**config.mk**
```make
export PLATFORM = sky130hd
export DESIGN_NAME = nibble_fifo
export DESIGN_NICKNAME = d
export VERILOG_FILES = /design/src/rtl/nibble_fifo.sv
export SDC_FILE = /design/constraint.sdc
export NUM_CORES = 1
export LEC_CHECK = 0
export CAP_MARGIN = 20
export CORE_ASPECT_RATIO = 1.25
export CORE_MARGIN = 2
export CORE_UTILIZATION = 56
export DETAILED_ROUTE_END_ITERATION = 7
export PLACE_DENSITY = 0.81
export SLEW_MARGIN = 30
export SYNTH_ARGS = -nofsm -noshare
export SYNTH_HDL_FRONTEND = slang
export SYNTH_SLANG_ARGS = --single-unit
```
**constraint.sdc**
```tcl
create_clock -name clk -period 3 [get_ports clk]
set_input_delay 0.6 -clock clk [delete_from_list [all_inputs] [get_ports clk]]
set_output_delay 0.6 -clock clk [all_outputs]
set_load 0.05 [all_outputs]
```
**src/rtl/nibble_fifo.sv**
```systemverilog
// Nibble FIFO feeding the 4-bit register stage; first-word-fall-through, head visible 1 edge after push.
// Backpressure: in_ready = !full; NIBBLE_FIFO_DROP_EN instead keeps in_ready=1 and counts discarded pushes.
module nibble_fifo #(
  parameter int                DATA_W    = 4,
  parameter int                DEPTH     = 8,
  parameter logic [DATA_W-1:0] RESET_VAL = DATA_W'(10)
) (
  input  logic                     clk,
  input  logic                     rst_n,
  input  logic [DATA_W-1:0]        in_data,
  input  logic                     in_valid,
  output logic                     in_ready,
  output logic [DATA_W-1:0]        out_data,
  output logic                     out_valid,
  input  logic                     out_ready,
  output logic [$clog2(DEPTH):0]   count,
  output logic                     full,
  output logic                     empty
`ifdef NIBBLE_FIFO_DROP_EN
 ,output logic [7:0]               drop_cnt
`endif
);

  localparam int AW = $clog2(DEPTH);
  localparam logic [AW:0] ONE = (AW+1)'(1);

  logic [AW:0]       wr_ptr_q, wr_ptr_d;
  logic [AW:0]       rd_ptr_q, rd_ptr_d;
  logic [AW:0]       count_q, count_d;
  logic [DATA_W-1:0] hold_q, hold_d;
  logic [DATA_W-1:0] mem_q [DEPTH];
  logic              push, pop;

  // Extra pointer MSB distinguishes a full wrap from empty.
  assign empty     = (wr_ptr_q == rd_ptr_q);
  assign full      = (wr_ptr_q[AW] != rd_ptr_q[AW]) &&
                     (wr_ptr_q[AW-1:0] == rd_ptr_q[AW-1:0]);
  assign out_valid = !empty;
  assign count     = count_q;
  assign push      = in_valid && !full;
  assign pop       = out_valid && out_ready;
  assign out_data  = out_valid ? mem_q[rd_ptr_q[AW-1:0]] : hold_q;

`ifdef NIBBLE_FIFO_DROP_EN
  logic [7:0] drop_cnt_q, drop_cnt_d;
  logic       drop;

  assign in_ready = 1'b1;
  assign drop     = in_valid && full;
  assign drop_cnt = drop_cnt_q;

  always_comb begin
    drop_cnt_d = drop_cnt_q;
    if (drop && (drop_cnt_q != 8'hFF)) drop_cnt_d = drop_cnt_q + 8'd1;
  end

  always_ff @(posedge clk or negedge rst_n) begin
    if (!rst_n) drop_cnt_q <= 8'd0;
    else        drop_cnt_q <= drop_cnt_d;
  end
`else
  assign in_ready = !full;
`endif

  always_comb begin
    wr_ptr_d = wr_ptr_q;
    rd_ptr_d = rd_ptr_q;
    count_d  = count_q;
    hold_d   = hold_q;
    if (push) wr_ptr_d = wr_ptr_q + ONE;
    if (pop) begin
      rd_ptr_d = rd_ptr_q + ONE;
      hold_d   = mem_q[rd_ptr_q[AW-1:0]];
    end
    case ({push, pop})
      2'b10:   count_d = count_q + ONE;
      2'b01:   count_d = count_q - ONE;
      default: count_d = count_q;
    endcase
  end

  always_ff @(posedge clk or negedge rst_n) begin
    if (!rst_n) begin
      wr_ptr_q <= '0;
      rd_ptr_q <= '0;
      count_q  <= '0;
      hold_q   <= RESET_VAL;
    end else begin
      wr_ptr_q <= wr_ptr_d;
      rd_ptr_q <= rd_ptr_d;
      count_q  <= count_d;
      hold_q   <= hold_d;
    end
  end

  // Storage is deliberately not reset; reads are gated by out_valid.
  always_ff @(posedge clk) begin
    if (push) mem_q[wr_ptr_q[AW-1:0]] <= in_data;
  end

endmodule

```
==> results.cfg, run 1 <==
[run_status]
status = completed

[timing]
fin_crit_ns = 2.86
skew_ns = 0.00876
max_clock_freq_mhz = 350
max-slew-margin-rel_pct = 51.0
setup_violations = 0
rsz0062_at_grt = false
hold_viol = 0
setup-tns-final_ns = 0
tightest_slew_ns = 0.732
finalCritPeriodShare_pct = 95.3
drv_slew = 0

[yosys]
syn-cell-area_um2 = 2220
synth_cells = 143
yosysTopAreaCellShare_pct = 43.2
avgSynthCellArea_um2 = 15.5
synth_cell_types = 31
ys_seq_elements = 48
yosysWarnings = 0
syn-num-nets = 156
synth_area_leader_cell = edfxtp_1
synth_area_leaders = edfxtp_1, dfrtp_1, mux4_2
ys_seq_area_share_pct = 61.4

[worst_setup_path]
worst-path-max-fanout = 12
crit_path_end_kind = primary output
crit_path_top_delay_cell = dfrtp_1
cpPeakStageDelay_ns = 0.47
required_ns = 2.40
crit_family = buffers and inverters
cp.arrival_ns = 2.26
crit_chain = buf_4, xnor2_1, nand4_1, a21oi_1, buf_12
timing.critical_path.buf_inv = 2
startpoint_type = flip-flop
worstSetupPathType = flip-flop to primary output

[floorplan]
io_pins = 20
rows = 25
die-area_um2 = 4490
core-area_um2 = 3780
start_util_pct = 58.7
die_h_um = 74.4
die_x_um = 60.3

[global_route]
antenna_found_initial = 0
top_usage_layer = met2
grt.overflow.total = 0
gr-usage-met2_pct = 33.1
grt_pass1_wl_um = 5870
grt_use_met1_pct = 22.5
grt_usage_pct = 18.8
grt_use_met3_pct = 3.65
grt_pass1_vias = 1192
grt_max_degree = 17

[finish]
fin_util_pct = 69.4
mostFrequentLayoutCells = edfxtp_1, dfrtp_1, nor2_1, clkdlybuf4s50_1, xor2_1
diodes = 0
final_common_cell = edfxtp_1
multiInputGateArea_um2 = 792
nNetsFinal = 180
drive_gt1_share_pct = 23.2
syn_to_final_growth_pct = 18.1
regArea_um2 = 1360
fillers = 251

[route]
drc = 0
drtAntennaViolNets = 0
first_pass_iters = 4
vias_per_cell = 5.36
drt-total-wl_um = 3690
wl_per_cell_um = 16.6
drt_iter0_drc = 23
vias = 1191

[cts]
cts.sinks = 48
clkTransAtPathRegs_ns = 0.09
insertion_delay_ns = 0.30
clockBufferDepth = 2
clock-root-buffer = clkbuf_8
post_cts_resized = 0
numCtsBuffers = 5
h-tree-depth = 2
cts_tree = yes

[placed_design]
gp_congestion = 0.751
portBuffers = 19
dpl.hpwl_um = 2760

[worst_hold_path]
hp-class = flip-flop to flip-flop

[run]
max_cap_violations = 0
==> sequential cells by signal (all words and copies together) (netlist names) <==
register  count
rd_ptr_q      4
count         4
hold_q        4
mem_q        32
wr_ptr_q      4
==> final timing paths <==
kind                                          from                 endpoint  slack (ns)  depth (start not counted)
hold / removal                count[3]$_DFFE_PN0P_     count[3]$_DFFE_PN0P_        0.47                          1
setup reg to reg           wr_ptr_q[0]$_DFFE_PN0P_     count[2]$_DFFE_PN0P_        0.42                          9
hold reg to reg               count[3]$_DFFE_PN0P_     count[3]$_DFFE_PN0P_        0.47                          1
max in group asynchronous                    rst_n  rd_ptr_q[0]$_DFFE_PN0P_        1.81                          1
min in group asynchronous                    rst_n     count[0]$_DFFE_PN0P_        0.73                          1
setup / recovery           rd_ptr_q[0]$_DFFE_PN0P_              out_data[0]        0.14                          5
==> timing repair <==
| action | in CTS | in global routing |
|---|---|---|
| hold buffers | 0 | 0 |
| setup endpoints to repair | 0 | 1 |
| setup buffers | 0 | 2 |
==> cells by family (layout without fill, tap and decap cells) <==
logic type                 count (synthesis)  after routing  share of synthesized area [%]
buffers and inverters                     11             36                           2.98
DFF                                       48             48                           61.4
xor gates and xnor gates                  19             19                           8.67
muxes                                     16             16                           12.0
AOI/OAI and AO/OA                         13             13                           4.95
and+or+nand+nor                           31             31                           7.15
adders and majority gates                  5              5                           2.82
==> per-layer routing <==
metal	vias up	routed length (um)
met5	-	0
met4	0	58
met3	5	73
met2	16	2030
met1	599	1520
li1	571	-
==> cell type report <==
cell class	instances	share of cell area, %
Sequential cell	48	52.0
Multi-Input combinational cell	84	30.2
Timing Repair Buffer	24	10.3
Clock buffer	5	2.62
Tap cell	54	2.57
Clock inverter	3	1.81
Inverter	4	0.572
==> cells in the mapped netlist <==
cell type	count
inv_1	4
buf_2	2
a21oi_1	6
nand2b_1	2
clkbuf_1	1
o21ai_1	1
edfxtp_1	32
ha_1	5
nand4_1	2
mux2i_1	5
mux2_4	1
o21ai_0	4
mux2_2	2
buf_4	2
xor2_4	1
nand2_1	5
buf_6	2
mux4_2	8
xor2_2	1
nor3_1	2
and3_1	1
nand3b_1	1
o41ai_4	2
dfstp_2	2
nand3_1	4
xor2_1	9
nor4bb_1	2
dfrtp_1	14
xnor2_1	8
nor2_1	11
nor3_2	1
==> through the flow <==
stage / setup slack (ns) / cell area, um2 / hold slack, ns / std cells
after floorplan: 0.427 / 2220 / 0.304 / 143
final: 0.142 / 2630 / 0.473 / 222
after global routing: 0.0348 / 2630 / 0.497 / 222
after detailed placement: 0.176 / 2490 / 0.460 / 212
after global placement: 0.315 / 2490 / 0.454 / 212
after CTS: 0.137 / 2610 / 0.476 / 220
Power of run 1 is not shown: default switching activity piles up to over one toggle a cycle in this logic, so the estimate is an artifact.
==> run 2: changes to the inputs <==
--- a/config.mk
+++ b/config.mk
@@ -10,8 +10,8 @@
 export CORE_MARGIN = 2
 export CORE_UTILIZATION = 56
 export DETAILED_ROUTE_END_ITERATION = 7
-export PLACE_DENSITY = 0.81
-export SLEW_MARGIN = 30
+export PLACE_DENSITY = 0.88
+export SLEW_MARGIN = 40
 export SYNTH_ARGS = -nofsm -noshare
 export SYNTH_HDL_FRONTEND = slang
 export SYNTH_SLANG_ARGS = --single-unit
==> run 2 against run 1 <==
Against the previous run:
- final cell count decreased by 0.90%
- global-route usage increased by 1.0 points
- core utilization decreased by 1.1 points
- sequential share of layout area increased by 0.80 points
- maximum frequency increased by 3.2%
- setup slack improved by 0.090 ns
- critical path type unchanged
==> results.cfg, run 2 (same netlist as run 1, synthesis figures left out) <==
[floorplan]
start_util_pct = 58.7
io_pins = 20
rows = 25
die-area_um2 = 4490
core-area_um2 = 3780
die_h_um = 74.4
die_x_um = 60.3

[placed_design]
gp_congestion = 0.876
portBuffers = 19
dpl.hpwl_um = 2750
placed_cell_area_um2 = 2500

[cts]
clkTransAtPathRegs_ns = 0.09
hold_buffers = 0
insertion_delay_ns = 0.30
numCtsBuffers = 5
post_cts_resized = 0
clockBufferDepth = 2
h-tree-depth = 2
cts_tree = yes
clock-root-buffer = clkbuf_8
post_cts.repair.setup_buffers = 0
cts.sinks = 48

[global_route]
grt_max_degree = 18
grt_usage_pct = 19.8
grt.overflow.total = 0
antenna_found_initial = 0
grt_pass1_vias = 1237
grt_pass1_wl_um = 6210

[timing]
drv_slew = 0
rsz0062_at_grt = false
tightest_slew_ns = 0.744
finalCritPeriodShare_pct = 92.3
fin_crit_ns = 2.77
hold_viol = 0
max_clock_freq_mhz = 361
skew_ns = 0.00459
max-slew-margin-rel_pct = 50.0
setup_violations = 0
setup-tns-final_ns = 0

[route]
vias = 1201
drt-total-wl_um = 3760
first_pass_iters = 4
wl_per_cell_um = 17.1
drtAntennaViolNets = 0
vias_per_cell = 5.46
drc = 0
drt_iter0_drc = 34

[worst_setup_path]
crit_family = multiplexers
worst-path-max-fanout = 10
r2r_end = count[2]$_DFFE_PN0P_
startpoint_type = flip-flop
timing.critical_path.buf_inv = 2
required_ns = 2.40
worstSetupPathType = flip-flop to primary output
cpPeakStageDelay_ns = 0.53
crit_chain = buf_4, mux4_2, mux2i_1, a21oi_1, buf_12
crit_path_end_kind = primary output
ff2ff_setup_slack_ns = 0.36
cp.arrival_ns = 2.17
crit_path_top_delay_cell = mux4_2
reg2reg_depth = 9
rr_startpoint = rd_ptr_q[1]$_DFFE_PN0P_

[finish]
mostFrequentLayoutCells = edfxtp_1, dfrtp_1, nor2_1, clkdlybuf4s50_1, xor2_1
fillers = 264
design_area_um2 = 2580
final_common_cell = edfxtp_1
diodes = 0
syn_to_final_growth_pct = 16.3
drive_gt1_share_pct = 22.3
largest_reg_flops = 32
nNetsFinal = 178

[worst_hold_path]
hp-class = input port to async pin

[run_status]
status = completed

[run]
max_cap_violations = 0
run 2: cell types whose count changed in the layout (fill, tap and decap cells not counted), sizes merged:
cell and change:
clkinvlp +1, inv +2, bufinv -1, buf -2
clkinv -2
run 2: metal layers:
layer	track usage, %	vias to the layer above	share of wire (%)	wire (um)
met1	25.1	602	42	1570
met5	0	-	0	0
li1	-	570	-	-
met4	7.41	0	1.6	61
met3	5.22	6	4.0	150
met2	32.6	23	52	1970
run 2: how the worst max path moves through the flow:
| stage | startpoint | end | slack (ns) | cells after the start |
|---|---|---|---|---|
| 5_1_grt | rd_ptr_q[0]$_DFFE_PN0P_ | out_data[3] | 0.10 | 5 |
| 3_3_place_gp | in_valid | count[2]$_DFFE_PN0P_ | 0.45 | 9 |
| 4_1_cts | rd_ptr_q[0]$_DFFE_PN0P_ | out_data[0] | 0.20 | 5 |
| 3_5_place_dp | in_valid | count[2]$_DFFE_PN0P_ | 0.37 | 9 |
| 2_1_floorplan | wr_ptr_q[0]$_DFFE_PN0P_ | out_data[0] | 0.43 | 6 |
| 6_report | rd_ptr_q[0]$_DFFE_PN0P_ | out_data[0] | 0.23 | 5 |
run 2: cell type report:
| cell class | count | area [um2] | share of cell area [%] |
|---|---|---|---|
| clock buffers | 5 | 68.8 | 2.66 |
| clock inverters | 3 | 25.0 | 0.968 |
| inverters | 4 | 15.0 | 0.581 |
| multi-input cells | 84 | 792 | 30.6 |
| flip-flops and latches | 48 | 1360 | 52.8 |
| well taps | 54 | 67.6 | 2.61 |
| repair buffers | 22 | 253 | 9.78 |
run 2: worst reg2reg max path: cells and delay by family, from the launching register on:
kind | cells | cell delay (ns)
AO/OA/AOI/OAI | 2 | 0.68
XOR/XNOR | 4 | 0.69
adder cells (fa/ha/maj) | 2 | 0.55
flip-flops | 1 | 0.55
AND/OR/NAND/NOR | 1 | 0.06
run 2: through the flow:
stage	cells	setup slack [ns]	utilization, %	hold WS (ns)
after floorplan	143	0.427	-	0.304
after global placement	212	0.450	66.0	0.453
after detailed placement	212	0.367	66.0	0.466
after CTS	220	0.201	68.4	0.478
after global routing	220	0.101	68.3	0.216
final	220	0.232	68.3	0.197
Power of run 2 is left out for the same reason.
==> run 3: changes to the inputs <==
--- a/config.mk
+++ b/config.mk
@@ -10,7 +10,7 @@
 export CORE_MARGIN = 2
 export CORE_UTILIZATION = 56
 export DETAILED_ROUTE_END_ITERATION = 7
-export PLACE_DENSITY = 0.88
+export PLACE_DENSITY = 0.76
 export SLEW_MARGIN = 40
 export SYNTH_ARGS = -nofsm -noshare
 export SYNTH_HDL_FRONTEND = slang
==> run 3 against run 2 <==
Against the previous run:
- flip-flop and latch count unchanged
- non-clock buffer count increased by 2
- maximum frequency decreased by 1.8%
- clock skew increased by 0.0059 ns
- via count increased by 0.33%
- setup slack got worse by 0.049 ns
- highest routed layer unchanged
- final cell count increased by 0.91%
==> results.cfg, run 3 (same netlist as run 1, synthesis figures left out) <==
[floorplan]
rows = 25
die_h_um = 74.4
die-area_um2 = 4490
core-area_um2 = 3780
io_pins = 20
die_x_um = 60.3
start_util_pct = 58.7

[worst_hold_path]
worst_hold_path.num_cells = 2
hp-class = flip-flop to flip-flop
hold_path_end = hold_q[3]$_DFFE_PN1P_
min-delay-start = hold_q[3]$_DFFE_PN1P_

[finish]
drive_gt1_share_pct = 22.6
largest_reg_flops = 32
final_common_cell = edfxtp_1
nNetsFinal = 180
fin_util_pct = 69.2
mostFrequentLayoutCells = edfxtp_1, dfrtp_1, nor2_1, clkdlybuf4s50_1, xor2_1
fillers = 249
syn_to_final_growth_pct = 17.9
diodes = 0

[global_route]
grt_max_degree = 17
grt_pass1_wl_um = 6070
grt.overflow.total = 0
grt_usage_pct = 19.2
antenna_found_initial = 0
grt_pass1_vias = 1234

[cts]
numCtsBuffers = 5
post_cts.repair.setup_buffers = 0
insertion_delay_ns = 0.30
h-tree-depth = 2
cts.sinks = 48
cts_tree = yes
clkTransAtPathRegs_ns = 0.09
clockBufferDepth = 2
post_cts_resized = 0
hold_buffers = 0
clock-root-buffer = clkbuf_8

[timing]
hold_viol = 0
fin_crit_ns = 2.82
setup-tns-final_ns = 0
rsz0062_at_grt = false
finalCritPeriodShare_pct = 93.9
drv_slew = 0
skew_ns = 0.0105
tightest_slew_ns = 0.784
max-slew-margin-rel_pct = 47.3
max_clock_freq_mhz = 355
setup_violations = 0

[placed_design]
dpl.hpwl_um = 2760
portBuffers = 19
gp_congestion = 0.807

[worst_setup_path]
reg2reg_depth = 7
worstSetupPathType = flip-flop to primary output
rr_startpoint = wr_ptr_q[0]$_DFFE_PN0P_
crit_path_end_kind = primary output
cp.arrival_ns = 2.22
required_ns = 2.40
ff2ff_setup_slack_ns = 0.39
r2r_end = count[3]$_DFFE_PN0P_
worst-path-max-fanout = 12
startpoint_type = flip-flop

[run]
max_cap_violations = 0

[run_status]
status = completed

[route]
vias_per_cell = 5.43
drc = 0
first_pass_iters = 4
drt_iter0_drc = 61
drtAntennaViolNets = 0
wl_per_cell_um = 16.9
vias = 1205
drt-total-wl_um = 3760
[run 3: cell types whose count changed in the layout (fill, tap and decap cells not counted)]
cell and delta:
buf_4 +3, inv_6 -2, buf_2 -1, bufinv_16 +1, clkinv_1 +1, clkinv_4 +1, clkinvlp_4 -1
[run 3: metrics by stage]
stage | hold slack [ns] | worst slack (ns) | cell area (um2) | cells
finish | 0.472 | 0.182 | 2620 | 222
global route | 0.500 | 0.0456 | 2620 | 222
CTS | 0.474 | 0.139 | 2610 | 220
detailed placement | 0.461 | 0.182 | 2490 | 212
global placement | 0.453 | 0.309 | 2490 | 212
floorplan | 0.304 | 0.427 | 2220 | 143
[run 3: how the worst max path moves through the flow]
| stage | startpoint | depth (start not counted) | endpoint | slack, ns |
|---|---|---|---|---|
| 6_report | rd_ptr_q[0]$_DFFE_PN0P_ | 5 | out_data[3] | 0.18 |
| 5_1_grt | rd_ptr_q[0]$_DFFE_PN0P_ | 5 | out_data[3] | 0.05 |
| 4_1_cts | rd_ptr_q[0]$_DFFE_PN0P_ | 5 | out_data[0] | 0.14 |
| 3_5_place_dp | wr_ptr_q[0]$_DFFE_PN0P_ | 10 | count[2]$_DFFE_PN0P_ | 0.18 |
| 3_3_place_gp | wr_ptr_q[0]$_DFFE_PN0P_ | 10 | count[2]$_DFFE_PN0P_ | 0.31 |
| 2_1_floorplan | wr_ptr_q[0]$_DFFE_PN0P_ | 6 | out_data[0] | 0.43 |
[run 3: layer usage]
layer | vias up | GRT usage [%] | wire, um
li1 | 574 | - | -
met1 | 605 | 21.8 | 1500
met2 | 21 | 35.9 | 2100
met3 | 5 | 3.65 | 111
met4 | 0 | 5.93 | 42
met5 | - | 0 | 0
[run 3: worst max-delay path, stage by stage, from the launching register on]
cell and delay, ns:
dfrtp_1 0.46, buf_4 0.29, mux4_2 0.54, mux2i_1 0.29
a21oi_1 0.16, buf_12 0.17
[run 3: layout make-up]
type | count | area (um2) | share of cell area [%]
Timing Repair Buffer | 24 | 270 | 10.3
Multi-Input combinational cell | 84 | 792 | 30.2
Clock buffer | 5 | 68.8 | 2.63
Sequential cell | 48 | 1360 | 52.1
Tap cell | 54 | 67.6 | 2.58
Inverter | 4 | 15.0 | 0.573
Clock inverter | 3 | 42.5 | 1.62
Power of run 3 is left out for the same reason.
